**src/rtl/fwd_operand_pipe.sv**
```systemverilog
// fwd_operand_pipe: destination-tracking pipeline registers (ID/EX, EX/MEM,
// MEM/WB) feeding the forwarding unit, the forwarded EX operand muxes,
// load-use hazard detection and a saturating forward-event counter.
module fwd_operand_pipe #(
    parameter int DATA_W = 32,
    parameter int REG_W  = 5,
    parameter int CNT_W  = 16
) (
    input  logic              CLK,
    input  logic              nRST,
    input  logic              freeze,
    input  logic              flush_EX,
    input  logic              valid_ID,
    input  logic [REG_W-1:0]  rs1_ID,
    input  logic [REG_W-1:0]  rs2_ID,
    input  logic [DATA_W-1:0] rdat1_ID,
    input  logic [DATA_W-1:0] rdat2_ID,
    input  logic [REG_W-1:0]  wsel_ID,
    input  logic              RegWr_ID,
    input  logic              MemRd_ID,
    input  logic [DATA_W-1:0] alu_result_EX,
    input  logic [DATA_W-1:0] dmem_rdata_MEM,
    input  logic [1:0]        ForwardA,
    input  logic [1:0]        ForwardB,
    output logic [REG_W-1:0]  rs1_EX,
    output logic [REG_W-1:0]  rs2_EX,
    output logic [REG_W-1:0]  wsel_MEM,
    output logic [REG_W-1:0]  wsel_WB,
    output logic              RegWr_MEM,
    output logic              RegWr_WB,
    output logic [DATA_W-1:0] opA_EX,
    output logic [DATA_W-1:0] opB_EX,
    output logic [DATA_W-1:0] wdat_WB,
    output logic              lu_stall,
    output logic [CNT_W-1:0]  fwd_count
);

    // ID/EX stage
    logic              valid_ex_q, valid_ex_d;
    logic [REG_W-1:0]  rs1_ex_q, rs1_ex_d;
    logic [REG_W-1:0]  rs2_ex_q, rs2_ex_d;
    logic [DATA_W-1:0] rdat1_ex_q, rdat1_ex_d;
    logic [DATA_W-1:0] rdat2_ex_q, rdat2_ex_d;
    logic [REG_W-1:0]  wsel_ex_q, wsel_ex_d;
    logic              regwr_ex_q, regwr_ex_d;
    logic              memrd_ex_q, memrd_ex_d;

    // EX/MEM stage
    logic [REG_W-1:0]  wsel_mem_q, wsel_mem_d;
    logic              regwr_mem_q, regwr_mem_d;
    logic              memrd_mem_q, memrd_mem_d;
    logic [DATA_W-1:0] alu_mem_q, alu_mem_d;

    // MEM/WB stage
    logic [REG_W-1:0]  wsel_wb_q, wsel_wb_d;
    logic              regwr_wb_q, regwr_wb_d;
    logic [DATA_W-1:0] wdat_wb_q, wdat_wb_d;

    logic [CNT_W-1:0]  fwd_count_q, fwd_count_d;

    logic              stall;
    logic              fwd_a_hit;
    logic              fwd_b_hit;
    logic [1:0]        fwd_inc;
    logic [CNT_W:0]    fwd_sum;

    // Operand select: 10 takes the EX/MEM ALU result, 01 the writeback data,
    // 00 and the reserved 11 keep the register file value.
    function automatic logic [DATA_W-1:0] fwd_mux(input logic [1:0]        sel,
                                                  input logic [DATA_W-1:0] alu_mem,
                                                  input logic [DATA_W-1:0] wdat_wb,
                                                  input logic [DATA_W-1:0] rdat);
        case (sel)
            2'b10:   fwd_mux = alu_mem;
            2'b01:   fwd_mux = wdat_wb;
            default: fwd_mux = rdat;
        endcase
    endfunction

    // Load-use hazard, forwarded operands and counter increment (all combinational)
    always_comb begin
        stall = ~freeze & valid_ex_q & memrd_ex_q & regwr_ex_q & valid_ID &
                ((wsel_ex_q == rs1_ID) | (wsel_ex_q == rs2_ID));
        opA_EX    = fwd_mux(ForwardA, alu_mem_q, wdat_wb_q, rdat1_ex_q);
        opB_EX    = fwd_mux(ForwardB, alu_mem_q, wdat_wb_q, rdat2_ex_q);
        fwd_a_hit = valid_ex_q & ((ForwardA == 2'b10) | (ForwardA == 2'b01));
        fwd_b_hit = valid_ex_q & ((ForwardB == 2'b10) | (ForwardB == 2'b01));
        fwd_inc   = {1'b0, fwd_a_hit} + {1'b0, fwd_b_hit};
        fwd_sum   = {1'b0, fwd_count_q} + {{(CNT_W-1){1'b0}}, fwd_inc};
    end

    // Next-state for all pipeline registers; freeze holds everything
    always_comb begin
        valid_ex_d  = valid_ex_q;
        rs1_ex_d    = rs1_ex_q;
        rs2_ex_d    = rs2_ex_q;
        rdat1_ex_d  = rdat1_ex_q;
        rdat2_ex_d  = rdat2_ex_q;
        wsel_ex_d   = wsel_ex_q;
        regwr_ex_d  = regwr_ex_q;
        memrd_ex_d  = memrd_ex_q;
        wsel_mem_d  = wsel_mem_q;
        regwr_mem_d = regwr_mem_q;
        memrd_mem_d = memrd_mem_q;
        alu_mem_d   = alu_mem_q;
        wsel_wb_d   = wsel_wb_q;
        regwr_wb_d  = regwr_wb_q;
        wdat_wb_d   = wdat_wb_q;
        fwd_count_d = fwd_count_q;
        if (!freeze) begin
            if (flush_EX || stall) begin
                // A squash and a load-use stall collapse into one bubble
                valid_ex_d = 1'b0;
                rs1_ex_d   = '0;
                rs2_ex_d   = '0;
                rdat1_ex_d = '0;
                rdat2_ex_d = '0;
                wsel_ex_d  = '0;
                regwr_ex_d = 1'b0;
                memrd_ex_d = 1'b0;
            end else begin
                valid_ex_d = valid_ID;
                rs1_ex_d   = rs1_ID;
                rs2_ex_d   = rs2_ID;
                rdat1_ex_d = rdat1_ID;
                rdat2_ex_d = rdat2_ID;
                wsel_ex_d  = wsel_ID;
                // Writes to x0 or from non-instructions never reach the forwarding unit
                regwr_ex_d = RegWr_ID & valid_ID & (wsel_ID != '0);
                memrd_ex_d = MemRd_ID;
            end
            wsel_mem_d  = wsel_ex_q;
            regwr_mem_d = regwr_ex_q;
            memrd_mem_d = memrd_ex_q;
            alu_mem_d   = alu_result_EX;
            wsel_wb_d   = wsel_mem_q;
            regwr_wb_d  = regwr_mem_q;
            wdat_wb_d   = memrd_mem_q ? dmem_rdata_MEM : alu_mem_q;
            fwd_count_d = fwd_sum[CNT_W] ? {CNT_W{1'b1}} : fwd_sum[CNT_W-1:0];
        end
    end

    // State register with synchronous active-low reset clearing every stage
    always_ff @(posedge CLK) begin
        if (!nRST) begin
            valid_ex_q  <= 1'b0;
            rs1_ex_q    <= '0;
            rs2_ex_q    <= '0;
            rdat1_ex_q  <= '0;
            rdat2_ex_q  <= '0;
            wsel_ex_q   <= '0;
            regwr_ex_q  <= 1'b0;
            memrd_ex_q  <= 1'b0;
            wsel_mem_q  <= '0;
            regwr_mem_q <= 1'b0;
            memrd_mem_q <= 1'b0;
            alu_mem_q   <= '0;
            wsel_wb_q   <= '0;
            regwr_wb_q  <= 1'b0;
            wdat_wb_q   <= '0;
            fwd_count_q <= '0;
        end else begin
            valid_ex_q  <= valid_ex_d;
            rs1_ex_q    <= rs1_ex_d;
            rs2_ex_q    <= rs2_ex_d;
            rdat1_ex_q  <= rdat1_ex_d;
            rdat2_ex_q  <= rdat2_ex_d;
            wsel_ex_q   <= wsel_ex_d;
            regwr_ex_q  <= regwr_ex_d;
            memrd_ex_q  <= memrd_ex_d;
            wsel_mem_q  <= wsel_mem_d;
            regwr_mem_q <= regwr_mem_d;
            memrd_mem_q <= memrd_mem_d;
            alu_mem_q   <= alu_mem_d;
            wsel_wb_q   <= wsel_wb_d;
            regwr_wb_q  <= regwr_wb_d;
            wdat_wb_q   <= wdat_wb_d;
            fwd_count_q <= fwd_count_d;
        end
    end

    assign rs1_EX    = rs1_ex_q;
    assign rs2_EX    = rs2_ex_q;
    assign wsel_MEM  = wsel_mem_q;
    assign RegWr_MEM = regwr_mem_q;
    assign wsel_WB   = wsel_wb_q;
    assign RegWr_WB  = regwr_wb_q;
    assign wdat_WB   = wdat_wb_q;
    assign lu_stall  = stall;
    assign fwd_count = fwd_count_q;

endmodule

```
**config.mk**
```make
export PLATFORM = sky130hd
export DESIGN_NAME = fwd_operand_pipe
export DESIGN_NICKNAME = d
export VERILOG_FILES = /design/src/rtl/fwd_operand_pipe.sv
export SDC_FILE = /design/constraint.sdc
export NUM_CORES = 1
export LEC_CHECK = 0
export ABC_AREA = 1
export CORE_ASPECT_RATIO = 2
export CORE_MARGIN = 2
export CORE_UTILIZATION = 30
export DETAILED_ROUTE_END_ITERATION = 8
export PLACE_DENSITY = 0.66
export RECOVER_POWER = 50
export SLEW_MARGIN = 20
export SYNTH_ARGS = -nofsm -noshare
export SYNTH_HDL_FRONTEND = slang
export SYNTH_SLANG_ARGS = --single-unit
```
**constraint.sdc**
```tcl
create_clock -name CLK -period 3 [get_ports CLK]
set_clock_uncertainty 0.2 [all_clocks]
set_input_delay 0.45 -clock CLK [delete_from_list [all_inputs] [get_ports CLK]]
set_output_delay 0.45 -clock CLK [all_outputs]
set_load 0.03 [all_outputs]
```
* Yosys cells after proc, flatten, opt, wreduce, memory -nomap -nowiden *
Index checks and enable logic that the tools add are counted.

word-level totals
  register bits after elaboration = 175
  bits in latches = 0
  RAM bits = 0
  bits in read-only memories = 0
  input port bits = 154
  output and inout port bits = 135
  word-level logic and storage cells = 51
  memories = 0

operators by class
  add/subtract/negate cells = 2
  $mul = 0
  divide/modulo/power cells = 0
  $lt $le $gt $ge = 0
  equal/unequal tests = 6
  shift operators = 0
  muxes and demuxes = 12
  bitwise gates (word level) = 13
  reductions and logical operators = 2

operators by type and width
  cell                                                                   number
  32-bit case mux with 2 select lines                                    2
  32-bit two-way mux                                                     3
  16-bit by 2-bit adder with 17-bit output                               1
  16-bit two-way mux                                                     1
  5-bit two-way mux                                                      3
  5-bit equality test                                                    2
  1-bit AND                                                              9
  5-bit nonzero test                                                     1
  2-bit by 1-bit equality test with 1-bit output, second input constant  2
  2-bit equality test, second input constant                             2
  1-bit two-way mux                                                      3
  1-bit bitwise OR                                                       3
  1-bit by 1-bit adder with 2-bit output                                 1
  1-bit logical OR                                                       1
  1-bit NOT                                                              1

* Depth between registers and ports, before layout *
  depth after elaboration = 8
  mapped depth = 16

* Worst setup path after synthesis *
OpenSTA, ideal clock, no wires.

  path kind = input -> register
  from = input ForwardA[0]
  to = register fwd_count_q[8] (netlist: fwd_count[8])
  setup time = 0.109 ns
  arrival time = 2.580 ns
  required time = 2.691 ns
  path slack = 0.111 ns
  stages on the path = 16
  cells stage by stage = inv_1 -> ha_1 -> clkbuf_1 -> clkbuf_1 -> nor2_1 -> fa_1 -> ha_1 -> nand3_2 -> nor3_4 -> nand2_2 -> nor2_4 -> nand3b_4 -> buf_6 -> nand2_2 -> nand2_1 -> inv_1

on the way
  word-level cells in the longest chain between the ends = 6

ends and longest elaborated chain
  element                                                                                       line  source
  start, declared                                                                               23    input logic [1:0] ForwardA,
  2-bit equality test / 2-bit by 1-bit equality test with 1-bit output (equally long branches)  86    fwd_a_hit = valid_ex_q & ((ForwardA == 2'b10) | (ForwardA == 2'b01));
  1-bit bitwise OR (*)                                                                          86
  1-bit AND (*)                                                                                 86
  1-bit by 1-bit adder with 2-bit output (*)                                                    88    fwd_inc = {1'b0, fwd_a_hit} + {1'b0, fwd_b_hit};
  16-bit by 2-bit adder with 17-bit output (*)                                                  89    fwd_sum = {1'b0, fwd_count_q} + {{(CNT_W-1){1'b0}}, fwd_inc};
  16-bit two-way mux (*)                                                                        139   fwd_count_d = fwd_sum[CNT_W] ? {CNT_W{1'b1}} : fwd_sum[CNT_W-1:0];
  end signal, assigned                                                                          178   fwd_count_q <= fwd_count_d;
  end, declared                                                                                 59    logic [CNT_W-1:0] fwd_count_q, fwd_count_d;

Every way passes the cells marked *; elsewhere a longest branch is shown, timed or not.
A chain may end at the register's enable or synchronous reset.

* Worst setup path after layout *
  from = input ForwardB[0]
  to = output opB_EX[3]

on the way
  word-level cells in the longest chain between the ends = 2

ends and longest elaborated chain
  element                                                                                       line  source
  start, declared                                                                               24    input logic [1:0] ForwardB,
  2-bit by 1-bit equality test with 1-bit output / 2-bit equality test (equally long branches)  73    case (sel)
  32-bit case mux with 2 select lines (*)                                                       73
  end, declared                                                                                 32    output logic [DATA_W-1:0] opB_EX,

Marked as above.

==> results.json <==
{
  "status": "complete, but fails checks",
  "violations": "max-capacitance violations, max-slew violations",
  "io_buffers": 288,
  "min_period_ns": 2.970,
  "synth_area_leaders": "dfxtp_1 (39%), a21oi_1 (14%), nor2_1 (9.9%)",
  "r2r_setup_slack_ns": 0.58,
  "vias": 10030,
  "die_w_um": 127.1,
  "setup_viol": 0,
  "setup_tns_ns": 0,
  "cts_tree": "done",
  "yosysWarnings": 0,
  "core_area_um2": 29950,
  "yosysSeqAreaShare": 0.3853,
  "rsz0062_at_grt": "true",
  "netlist_instances": 1420,
  "ir_worst_vdd_mv": 0.4031,
  "rows": 90,
  "slew_headroom": -0.08706,
  "grt.total_usage": 0.2124,
  "dieHeight_um": 250.2,
  "antenna_found_initial": 10,
  "hold_class": "in2reg",
  "grt_pass1_wl_um": 52660,
  "synth_common_cells": "a21oi_1 (252), nor2_1 (239), nand2_1 (224)",
  "fmax_mhz": 336.7,
  "vias_per_cell": 4.896,
  "clkSlewWorstSetupHoldPaths_ns": 0.07,
  "antenna_left": 0,
  "fin_crit_sh": 0.9900,
  "worst_hold_slack_ns": 0.2148,
  "crit_type": "in2out",
  "grt.overflow.total": 0,
  "clock_latency_ns": 0.45,
  "place_hpwl_um": 24040,
  "hold_path.startpoint": "freeze",
  "p_leak_nw": 5.583,
  "tightest_slew_ns": 1.629,
  "io_pins": 289,
  "syn-num-nets": 1580,
  "numCtsBuffers": 17,
  "arrival_ns": 2.32,
  "synthArstFlopShare": 0,
  "cts_max_level": 4,
  "synth_area_um2": 9092,
  "nFillCells": 3141,
  "die_area_um2": 31800,
  "p_total_mw": 6.636,
  "start_util": 0.3036,
  "drv_cap": 1,
  "clockBufferDepth": 2,
  "first_pass_iters": 5,
  "place_congestion": 0.8771,
  "wl_um": 34250,
  "cts_setup_buffers": 0,
  "worstHoldPathCells": 4,
  "synth_top_area_frac": 0.3853,
  "power_density_nw_per_um2": 511.0,
  "reg2regPathDepth": 6,
  "cts_root_buffer": "clkbuf_16",
  "end_kind": "output port",
  "grt_pass1_vias": 9280,
  "layout-drive-gt1-share": 0.09976,
  "drtIter0Drc": 661,
  "wl_per_cell_um": 16.72,
  "drc": 0,
  "post_cts_resize_count": 5,
  "syn_avg_cell_area_um2": 6.403,
  "critPathRequiredTime_ns": 2.35,
  "cts.sinks": 175,
  "post-synth-top-count-cell": "a21oi_1",
  "synth.distinct_cells": 30,
  "synthFlopType": "dfxtp_1",
  "start_kind": "input port",
  "drv_slew": 42,
  "startpoint": "ForwardB[0]",
  "synth_area_leader_cell": "dfxtp_1",
  "cts_hold_buf": 0,
  "r2r_start": "valid_ex_q",
  "ys_ff_latch": 175,
  "cp_max_fo": 16,
  "fin_nets": 1821,
  "synth_enable_flop_cells": 0,
  "areaGrowthSynthToFinish_pct": 42.82,
  "hold_viol": 0,
  "grt_max_degree": 101
}
[metal layers]
metal,vias to the layer above,part of all wire,track usage
met4,12,0.032,0.08477
met2,452,0.43,0.3140
met5,-,0.0024,0
met1,4486,0.44,0.2794
li1,5017,-,-
met3,61,0.10,0.07903
[layout by cell type, fill, tap and decap left out, types with 2 or more instances in the layout]
cell / n
a21oi_1: 242
nor2_1: 238
nand2_1: 223
clkdlybuf4s50_1: 218
dfxtp_1: 174
inv_1: 171
o21ai_0: 110
nand3_1: 94
buf_4: 76
a21oi_2: 18
buf_12: 18
clkbuf_16: 17
diode_2: 6
xnor2_1: 6
nand4_1: 5
xor2_1: 5
ha_1: 5
inv_6: 5
clkbuf_2: 5
bufinv_16: 4
clkbuf_1: 4
inv_2: 3
nor3_1: 3
nand2_2: 3
dlygate4sd3_1: 3
nand3b_1: 2
clkbuf_8: 2
buf_6: 2
[logic make-up after synthesis]
family                     synth area share
and+or+nand+nor                      0.2601
AOI/OAI and AO/OA                    0.2089
buffers and inverters                0.1260
DFF                                  0.3853
xor gates and xnor gates            0.01060
adders and majority gates          0.009082
[state kept, by name (all words and copies together), names as in the netlist]
register / flops
wsel_WB: 5
memrd_ex_q: 1
rdat1_ex_q: 32
rs2_EX: 5
wsel_ex_q: 5
regwr_ex_q: 1
wsel_MEM: 5
wdat_WB: 32
RegWr_MEM: 1
fwd_count: 16
memrd_mem_q: 1
rdat2_ex_q: 32
alu_mem_q: 32
RegWr_WB: 1
valid_ex_q: 1
rs1_EX: 5
[final timing paths]
| check | to |
|---|---|
| worst max-delay path | opB_EX[3] |
| worst min-delay path | memrd_mem_q |
| worst max register to register | rdat1_ex_q[11] |
| worst min register to register | rdat2_ex_q[30] |
[through the flow]
stage | cell area (µm²) | util | instances | worst slack (ns)
6_report | 12990 | 0.4335 | 2048 | 0.02985
5_1_grt | 12980 | 0.4332 | 2044 | -0.007548
4_1_cts | 13000 | 0.4339 | 2042 | 0.01060
3_5_place_dp | 12330 | 0.4117 | 2010 | -0.3260
3_3_place_gp | 12330 | 0.4117 | 2010 | -0.2871
2_1_floorplan | 9092 | - | 1420 | 0.1108
[critical path: stages]
cell             delay [ns]
clkdlybuf4s50_1        0.50
inv_1                  0.05
ha_1                   0.34
buf_4                  0.21
inv_2                  0.12
buf_12                 0.15
nor2_1                 0.05
a21oi_1                0.22
buf_4                  0.22
[power by group]
part / internal [mW] / switching [mW] / total, mW / leakage (nW)
clock: 1.46 / 1.04 / 2.50 / 0.317
sequential: 2.44 / 0.0992 / 2.54 / 1.44
combinational: 0.659 / 0.945 / 1.60 / 3.83
total: 4.55 / 2.08 / 6.64 / 5.58
[cell type report]
cell class / count / area, µm² / share of cell area
Antenna cell: 6 / 15.01 / 0.001156
Clock buffer: 19 / 452.9 / 0.03488
Clock inverter: 13 / 196.4 / 0.01513
Inverter: 174 / 653.1 / 0.05029
Multi-Input combinational cell: 966 / 4493 / 0.3460
Sequential cell: 175 / 3505 / 0.2699
Tap cell: 368 / 460.4 / 0.03546
Timing Repair Buffer: 327 / 3211 / 0.2472
No activity file was read; power rests on OpenSTA's default activity.
